[src/rtl/crcu_rst_pkg.sv]
// rtl/crcu_rst_pkg.sv - shared types and control word layout for the reset generator
package crcu_rst_pkg;

    // Per-channel FSM states
    typedef enum logic [1:0] {
        IDLE  = 2'd0,
        LEVEL = 2'd1,
        HOLD  = 2'd2
    } ch_state_e;

    // Control word width and field offsets
    localparam int CTL_W    = 32;
    localparam int TRIG_BIT = 0;
    localparam int EN_BIT   = 1;
    localparam int MODE_BIT = 2;
    localparam int DUR_LSB  = 3;

endpackage

[src/rtl/rst_gen_ch.sv]
// rtl/rst_gen_ch.sv - single reset channel: FSM, hold counter, trigger edge detect, done pulse
module rst_gen_ch
    import crcu_rst_pkg::*;
#(
    parameter int CNT_W = 16
) (
    input  logic             CRCU_CLK,
    input  logic             CRCU_RST,
    input  logic [CTL_W-1:0] i_ctl,
    input  logic             start_in,
    output logic             o_rst,
    output logic             o_busy,
    output logic             o_done
);

    ch_state_e        r_state;
    logic [CNT_W-1:0] r_cnt;
    logic [CNT_W-1:0] r_d;
    logic             r_trig_q;
    logic             r_pend;
    logic             r_pwron;
    logic             r_rst;
    logic             r_busy;
    logic             r_done;

    logic             w_trig;
    logic             w_en;
    logic             w_mode;
    logic             w_trig_edge;
    logic [CNT_W-1:0] w_dur;
    logic [CNT_W-1:0] w_dur_eff;
    logic [CNT_W-1:0] w_term_d;
    logic             w_term;
    logic             w_unused_ctl;

    assign w_trig       = i_ctl[TRIG_BIT];
    assign w_en         = i_ctl[EN_BIT];
    assign w_mode       = i_ctl[MODE_BIT];
    assign w_dur        = i_ctl[DUR_LSB +: CNT_W];
    assign w_unused_ctl = ^i_ctl[CTL_W-1:DUR_LSB+CNT_W];

    // A zero duration still produces a one-cycle reset
    assign w_dur_eff   = (w_dur == '0) ? CNT_W'(1) : w_dur;
    assign w_trig_edge = w_trig & ~r_trig_q;

    // The cycle that consumes the power-on start is count 0, so its length
    // comes straight from the register rather than the not-yet-latched copy
    assign w_term_d = r_pend ? w_dur_eff : r_d;
    assign w_term   = (r_cnt == (w_term_d - CNT_W'(1)));

    // Channel FSM with counter, trigger history and registered outputs
    always_ff @(posedge CRCU_CLK or posedge CRCU_RST) begin
        if (CRCU_RST) begin
            r_state  <= HOLD;
            r_cnt    <= '0;
            r_d      <= '0;
            r_trig_q <= 1'b0;
            r_pend   <= 1'b1;
            r_pwron  <= 1'b1;
            r_rst    <= 1'b1;
            r_busy   <= 1'b1;
            r_done   <= 1'b0;
        end else begin
            r_trig_q <= w_trig;
            r_done   <= 1'b0;
            case (r_state)
                IDLE: begin
                    if (w_trig_edge && w_en) begin
                        r_rst  <= 1'b1;
                        r_busy <= 1'b1;
                        r_cnt  <= '0;
                        if (w_mode) begin
                            r_state <= LEVEL;
                        end else begin
                            r_state <= HOLD;
                            r_d     <= w_dur_eff;
                        end
                    end
                end
                LEVEL: begin
                    // r_trig_q low means sw_trig was sampled low one edge ago
                    if (!r_trig_q) begin
                        r_state <= HOLD;
                        r_cnt   <= '0;
                        r_d     <= w_dur_eff;
                    end
                end
                HOLD: begin
                    if (r_pend && !start_in) begin
                        r_cnt <= '0;
                    end else if (w_trig_edge && !r_pwron) begin
                        r_cnt <= '0;
                        if (w_mode) begin
                            r_state <= LEVEL;
                        end else begin
                            r_d <= w_dur_eff;
                        end
                    end else if (w_term) begin
                        r_state <= IDLE;
                        r_cnt   <= '0;
                        r_rst   <= 1'b0;
                        r_busy  <= 1'b0;
                        r_done  <= 1'b1;
                        r_pend  <= 1'b0;
                        r_pwron <= 1'b0;
                    end else begin
                        r_cnt <= r_cnt + CNT_W'(1);
                        if (r_pend) begin
                            r_d    <= w_dur_eff;
                            r_pend <= 1'b0;
                        end
                    end
                end
                default: begin
                    r_state <= IDLE;
                    r_cnt   <= '0;
                    r_rst   <= 1'b0;
                    r_busy  <= 1'b0;
                end
            endcase
        end
    end

    assign o_rst  = r_rst;
    assign o_busy = r_busy;
    assign o_done = r_done;

endmodule

[src/rtl/multi_ch_rst_gen.sv]
// rtl/multi_ch_rst_gen.sv - multi-channel reset generator with optional sequenced power-on release
module multi_ch_rst_gen
    import crcu_rst_pkg::*;
#(
    parameter int NUM_CH    = 4,
    parameter int CNT_W     = 16,
    parameter int SEQ_PWRON = 1
) (
    input  logic                    CRCU_CLK,
    input  logic                    CRCU_RST,
    input  logic [NUM_CH*CTL_W-1:0] rst_ctl_reg,
    output logic [NUM_CH-1:0]       rst,
    output logic [NUM_CH-1:0]       rst_busy,
    output logic [NUM_CH-1:0]       rst_done
);

    logic [NUM_CH-1:0] w_start;
    logic [NUM_CH-1:0] w_done;

    assign rst_done = w_done;

    for (genvar k = 0; k < NUM_CH; k++) begin : g_ch
        // Sequenced release hands the start token down the channel chain
        if (SEQ_PWRON != 0 && k > 0) begin : g_seq
            assign w_start[k] = w_done[k-1];
        end else begin : g_par
            assign w_start[k] = 1'b1;
        end

        rst_gen_ch #(
            .CNT_W (CNT_W)
        ) u_ch (
            .CRCU_CLK (CRCU_CLK),
            .CRCU_RST (CRCU_RST),
            .i_ctl    (rst_ctl_reg[k*CTL_W +: CTL_W]),
            .start_in (w_start[k]),
            .o_rst    (rst[k]),
            .o_busy   (rst_busy[k]),
            .o_done   (w_done[k])
        );
    end

endmodule

[config.mk]
export PLATFORM = sky130hd
export DESIGN_NAME = multi_ch_rst_gen
export DESIGN_NICKNAME = d
export VERILOG_FILES = /design/src/rtl/crcu_rst_pkg.sv /design/src/rtl/rst_gen_ch.sv /design/src/rtl/multi_ch_rst_gen.sv
export SDC_FILE = /design/constraint.sdc
export NUM_CORES = 1
export LEC_CHECK = 0
export BUFFER_PORTS_ARGS = -buffer_cell sky130_fd_sc_hd__clkbuf_2
export CORE_MARGIN = 2
export CORE_UTILIZATION = 40
export CTS_CLUSTER_SIZE = 25
export DETAILED_ROUTE_END_ITERATION = 8
export SLEW_MARGIN = 20
export SYNTH_ARGS = -nofsm -noshare
export SYNTH_HDL_FRONTEND = slang
export SYNTH_SLANG_ARGS = --single-unit
[constraint.sdc]
create_clock -name CRCU_CLK -period 8.49 [get_ports CRCU_CLK]
set_input_delay 1.698 -clock CRCU_CLK [delete_from_list [all_inputs] [get_ports CRCU_CLK]]
set_output_delay 1.698 -clock CRCU_CLK [all_outputs]
set_load 0.005 [all_outputs]
Word-level counts from Yosys, hierarchy flattened

Cells that the tools add are included.

Output and inout bits: 12
Word-level logic and storage cells: 279
Register bits after elaboration: 156
Bits of input ports: 130

Bitwise gates (word level): 19
Reductions and logical operators: 54
Equal/unequal tests: 43
Add/sub/neg operators: 8
Mux-type cells: 123

Operators with widths:

| operator              | count |
|---|---|
| $mux 16               | 50 |
| $pmux 16 s3           | 8 |
| $add 16x1->16 const B | 4 |
| $eq 16x16->1          | 4 |
| $logic_not 16->1      | 4 |
| $sub 16x1->16 const B | 4 |
| $mux 2                | 27 |
| $reduce_and 5->1      | 9 |
| $mux 1                | 30 |
| $ne 3x3->1 const B    | 8 |
| $pmux 2 s3            | 4 |
| $reduce_and 4->1      | 6 |
| $ne 2x2->1 const B    | 11 |
| $ne 2x1->1 const B    | 8 |
| $not 1->1             | 15 |
| $ne 3x1->1 const B    | 4 |
| $pmux 1 s3            | 4 |
| $reduce_and 3->1      | 4 |
| $reduce_bool 3->1     | 4 |
| $logic_and 1x1->1     | 11 |
| $reduce_and 2->1      | 5 |
| $eq 2x1->1 const B    | 4 |
| $eq 2x2->1 const B    | 4 |
| $logic_not 2->1       | 4 |
| 2 further kinds       | 11 |

Longest topological paths before layout

Depth after elaboration: 9
Mapped depth: 17
Gate-level depth less buffers: 15

By module

A second synthesis with hierarchy kept.

Cells, all modules: 1531
Area, all modules: 13299.0 µm²

By module, submodules not included:

| module                        | area each (µm²) | cells each | times used | sequential area each (µm²) |
|---|---|---|---|---|
| rst_gen_ch (g_ch[0].u_ch ...) | 3383.2          | 387        | 2          | 980.9 |
| rst_gen_ch (g_ch[3].u_ch)     | 3352.0          | 387        | 1          | 980.9 |
| rst_gen_ch (g_ch[2].u_ch)     | 3176.8          | 369        | 1          | 980.9 |
| multi_ch_rst_gen              | 3.8             | 1          | 1          | 0.0 |

Worst setup path before layout

No wires, ideal clock.

Kind: input-to-reg
Start: input port rst_ctl_reg[9]
End: register g_ch[0].u_ch.r_rst
Path buffers: 1
Cell stages on the path: 16
Arrival: 5.298 ns
Slack: 3.108 ns
Library setup time: 0.085 ns
Data required time: 8.405 ns
Cells stage by stage: clkbuf_1 -> nor3_1 -> nand4_1 -> nor4_1 -> nor2_1 -> a21o_1 -> ha_1 -> or4bb_1 -> a22oi_2 -> and4bb_1 -> xnor2_1 -> a2111o_1 -> nor4_4 -> nand2_2 -> a2111oi_4 -> mux2_1

Cells in the longest elaborated chain, start to end: 7

RTL lines:

| element                               | RTL line               | text |
|---|---|---|
| start: declaration                    | multi_ch_rst_gen.sv:11 | `input logic [NUM_CH*CTL_W-1:0] rst_ctl_reg,` |
| $logic_not 16->1                      | rst_gen_ch.sv:43       | `assign w_dur_eff = (w_dur == '0) ? CNT_W'(1) : w_dur;` |
| $mux 16 (*)                           | rst_gen_ch.sv:43       |  |
| $mux 16 (*)                           | rst_gen_ch.sv:48       | `assign w_term_d = r_pend ? w_dur_eff : r_d;` |
| $sub 16x1->16 (*)                     | rst_gen_ch.sv:49       | `assign w_term = (r_cnt == (w_term_d - CNT_W'(1)));` |
| $eq 16x16->1 (*)                      | rst_gen_ch.sv:49       |  |
| $ne 2x1->1 (no source line) (*)       | -                      |  |
| $reduce_and 4->1 (no source line) (*) | -                      |  |
| end signal: assignment                | rst_gen_ch.sv:60       | `r_rst <= 1'b1;` |
| end signal: assignment                | rst_gen_ch.sv:69       | `r_rst <= 1'b1;` |
| end signal: assignment                | rst_gen_ch.sv:101      | `r_rst <= 1'b0;` |
| end: declaration                      | rst_gen_ch.sv:22       | `logic r_rst;` |

Every way passes the cells marked *; elsewhere a longest branch is shown, timed or not.
A chain may end at the register's enable or synchronous reset.

Worst setup path in the final report

Start: input port rst_ctl_reg[10]
End: register g_ch[0].u_ch.r_d[11]

Cells in the longest elaborated chain, start to end: 7
Elaborated cells between the ends (all ways): 13
Those cells by class: add/sub: 1; eq/ne: 2; mux: 8; reduce/logical: 2

RTL lines:

| element                           | RTL line         | text |
|---|---|---|
| $logic_not 16->1                  | rst_gen_ch.sv:43 |  |
| $mux 16 (*)                       | rst_gen_ch.sv:43 |  |
| $mux 16                           | rst_gen_ch.sv:48 |  |
| $sub 16x1->16                     | rst_gen_ch.sv:49 |  |
| $eq 16x16->1                      | rst_gen_ch.sv:49 |  |
| $ne 3x3->1 (no source line)       | -                |  |
| $reduce_and 4->1 (no source line) | -                |  |
| end signal: assignment            | rst_gen_ch.sv:76 | `r_d <= w_dur_eff;` |
| end signal: assignment            | rst_gen_ch.sv:85 | `r_d <= w_dur_eff;` |
| end signal: assignment            | rst_gen_ch.sv:96 | `r_d <= w_dur_eff;` |
| end: declaration                  | rst_gen_ch.sv:18 | `logic [CNT_W-1:0] r_d;` |

Every way passes the cells marked *; elsewhere a longest branch is shown, timed or not. The select of a mux whose other input is x is not followed.

==> results.txt <==
- Area share of and/or/nand/nor cells after synthesis: 0.2226
* Average instance area after synthesis: ~9 um2
- Yosys printed 0 warnings.
- Post-Synthesis Cells: ~1300
- Antenna diode instance count: 0
- Pins over their slew limit: 0
- Number of H-tree branching levels: 4
- Setup Total Neg Slack: 0 ns
- After the last flow step, the layout net total stands at 1511.
- The total count of hold-check failures in the final report came to 0.
* Worst setup SP type: input pin
* Worst Hold Margin: 0.4639 ns
- The synthesized design contains 156 register bits.
- The core region is 28700 um2.
- Hold Path End: g_ch[1].u_ch.r_pwron
- Worst endpoint required time: between 8 and 9 ns
* DIE HEIGHT: approximately 170 um
- The mapped netlist covers 11670 um2.
* Shortest clock period the worst path allows after layout: 5.752 ns
* Maximum clock insertion buffer count: 2
- In the final routed layout, each cell accounts on average for 16.91 um.
- Number of detailed-route iterations in the first pass: 5
- XOR/XNOR share of the synthesized area: 0.07432
* Synthesized-area fraction occupied by ao, oa, aoi and oai cells: 0.2273
- Main combinational cell family by area after synthesis: compound AO/OA/AOI/OAI gates
- Remaining design rule violation count: 0
* GRT Util Overall: 0.1959
- The die covers 30550 um2.
- Register-to-register setup slack: between 3 and 4 ns
* Die width: 174.8 um
* Clock-pin slew on the worst setup and hold paths: about 0.070 ns
- Measured slew at the worst slew-check pin: 0.9697 ns
- Across all layers, the routed design uses 10170 vias.
- Maximum number of pins on one net before global-route repair: 99
- Setup violations remaining at the end of the flow were counted as 0.
* # IOs: between 100 and 150
* Clock insertion delay at the later pin of the skew report: 0.44 ns
- Cell row count: 62
- Post-synth EDFFs: 0
- The startpoint identified for the worst register-to-register timing path is g_ch[0].u_ch.r_pend.
- Data on the critical path arrives at its endpoint at 6.10 ns.
- Final critical-path share of the clock period: 0.6775
- Of the total synthesized cell area, the portion taken by full adders, half adders and majority gates is 0.02574.
- Overall power consumption after layout is estimated at 3.740 mW.
* Remaining max-slew budget at the tightest pin: 0.3516
- The startpoint identified for the worst hold timing path is g_ch[1].u_ch.r_pwron.
- Library cell with the largest summed area after synthesis: sky130_fd_sc_hd__dfrtp_1
- Critical path peak fanout: 16
- Dividing the detail-routed via count by the number of cells gives 5.798.
- Number of cells on the worst reg-to-reg path: 12
* PwrDens: 290.8 nW/um2
* TritonCTS Buffers: 17
- On the final layout, the worst clock skew is 0.01844 ns.
- Once detailed placement completed, the half-perimeter wirelength came to about 21000 um.
- Distinct cells, synth: 97
- Path class of the lowest-slack min-delay path: reg -> reg
- The number of nets in the synthesized netlist is 1462.
- Counting every sink on the clock net gives 156.
* Syn-to-layout area delta: 10.23%
- For this run, the register share of the synthesized area comes to 0.3363.
- Ranked by total cell area, the synthesized netlist is headed by sky130_fd_sc_hd__dfrtp_1, sky130_fd_sc_hd__mux2i_1, sky130_fd_sc_hd__xnor2_1.
- Post-CTS Setup Bufs: 0
- Counting instances, the worst hold path has a depth of 1.
- The worst setup path is captured at a flop.
* Final cell utilization of the core: 0.4481
* Sum of routed wire length over all layers: slightly below 30000 um
- Critical R2R Capture: g_ch[0].u_ch.r_d[11]
- Outcome: finished clean
* Vias in the first global route: between 9000 and 10000
* Asr flop ratio synth: 1.000
- Derived from the worst setup path, the maximum achievable clock frequency is 173.9 MHz.
- IR analysis of the VDD net gives a maximum drop of ~0.24 mV.
- Count of hold-fix buffers inserted at cts: 0
- Setup repair after global routing left no endpoint under its margin.
- After synthesis, the share of cell area in mux cells is 0.07432.
* # Max-Cap Violations: 0
- Critical setup path kind: in -> reg
- Ratio of cells with drive above 1 in the final layout: 0.1416
- Overall overflow remaining after global route: 0
- The congestion estimate from routability-driven global placement came to 0.8530.
* Drt first-iter violations: 726
- Resized cells post-CTS: 0
- Initial standard-cell utilization of the core: 0.4065
* Area share of the largest cell type after synthesis: 0.3003
- The count of nets left with antenna violations once routing finished came out at 0.
* TritonCTS clock tree: done
- The initial antenna violation count was 0.
- Most instantiated flip-flop cell in the synthesis netlist: sky130_fd_sc_hd__dfrtp_1
- The tree is rooted in a sky130_fd_sc_hd__clkbuf_16.
- Number of buffers added on ports: 89
- First-pass GRT wire length: 49130 um
- In this run the static leakage power is 5.334 nW.
## registers in the layout, summed over array words and instances (netlist names)
name	flops
g_ch.u_ch.r_trig_q	4
g_ch.u_ch.r_d	64
g_ch.u_ch.r_pwron	4
g_ch.u_ch.r_cnt	64
g_ch.u_ch.r_state	8
g_ch.u_ch.r_pend	4
g_ch.u_ch.o_rst	4
g_ch.u_ch.o_done	4
## placed cells by master, fill, tap and decap left out, drive strengths merged, types with 25 or more instances in the layout
cell type and n:
clkbuf 107, xor2 41, nand3 36, nor2 85, inv 30, o2bb2ai 30, a22o 55, nor3 61
o21ai 97, nand2 120, a21o 25, a21oi 50, dfrtp 140, xnor2 58, mux2i 75
## cell families (layout without fill, tap and decap cells)
logic type	after synthesis	count (layout)
AO/OA/AOI/OAI	373	373
adder cells (fa/ha/maj)	24	24
XOR/XNOR	99	99
multiplexers	85	85
flip-flops	156	156
buffers and inverters	89	151
AND/OR/NAND/NOR	482	482
## critical path, stage by stage
cell and delay, ns:
sky130_fd_sc_hd__clkbuf_2 0.15, sky130_fd_sc_hd__nor3_1 0.35, sky130_fd_sc_hd__nand4_1 0.25, sky130_fd_sc_hd__nor4_1 0.56, sky130_fd_sc_hd__nor2_1 0.12, sky130_fd_sc_hd__a21o_1 0.22
sky130_fd_sc_hd__ha_1 0.24, sky130_fd_sc_hd__or4bb_1 0.23, sky130_fd_sc_hd__a22oi_2 0.12, sky130_fd_sc_hd__a311oi_1 0.23, sky130_fd_sc_hd__a31oi_1 0.09, sky130_fd_sc_hd__a2111o_1 0.44
sky130_fd_sc_hd__nor4_4 0.25, sky130_fd_sc_hd__nand2_2 0.16, sky130_fd_sc_hd__o211ai_2 0.79, sky130_fd_sc_hd__o2bb2ai_1 0.19
## through the flow
stage	worst slack (ns)	cells	instance area (um2)
floorplan	2.612	1308	11670
finish	2.738	1754	12860
CTS	2.775	1754	12860
global route	2.438	1754	12860
detailed placement	2.319	1722	12270
global placement	2.434	1722	12270
## synth_stat cells (all sizes together) (5+ instances only)
master / number
nand2: 120
o21ai: 97
clkbuf: 25
a22o: 55
dfstp: 16
nand3b: 5
a21o: 25
and3: 19
a22oi: 17
dfrtp: 140
nand3: 36
o31ai: 5
xnor2: 58
o2111ai: 5
buf: 39
or2: 6
o21a: 6
a211oi: 9
nor2: 85
or4b: 5
nand4: 10
inv: 25
nor3: 61
ha: 24
a21oi: 50
nor2b: 20
o2bb2ai: 30
and2: 7
nor3b: 23
nor4b: 12
a31oi: 13
mux2i: 75
mux2: 10
o22ai: 9
o211ai: 7
nor4: 24
xor2: 41
nand2b: 18
or3: 12
## layer usage
metal	track usage	vias up	part of all wire
met4	0.05486	0	0.017
li1	-	4997	-
met1	0.2703	4931	0.48
met2	0.3180	211	0.46
met3	0.03155	31	0.036
met5	0	-	0
## area by class of cell
cell class | instances | area, um2
fill | 2787 | 15840
multi-input combinational | 1063 | 7284
clock inverter | 14 | 161.4
sequential | 156 | 3924
tap | 384 | 480.5
inverter | 25 | 98.84
clock buffer | 18 | 429.2
timing repair buffer | 94 | 483.0
## report_power, final
part / internal [mW] / total, mW / switching (mW) / leakage, nW
registers: 0.917 / 1.08 / 0.164 / 2.04
clock network: 0.439 / 0.787 / 0.348 / 0.272
logic: 0.753 / 1.87 / 1.12 / 3.02
total: 2.11 / 3.74 / 1.63 / 5.33
## worst max-delay path by stage
stage,end,from,depth (start not counted)
after floorplan,g_ch[0].u_ch.o_done,CRCU_RST,1
after global placement,g_ch[0].u_ch.r_d[15],rst_ctl_reg[10],16
after detailed placement,g_ch[0].u_ch.r_d[5],rst_ctl_reg[10],16
after CTS,g_ch[0].u_ch.r_d[6],rst_ctl_reg[10],16
after global routing,g_ch[0].u_ch.r_d[9],rst_ctl_reg[10],16
final,g_ch[0].u_ch.r_d[11],rst_ctl_reg[10],16
No activity file was read; power rests on OpenSTA's default activity.
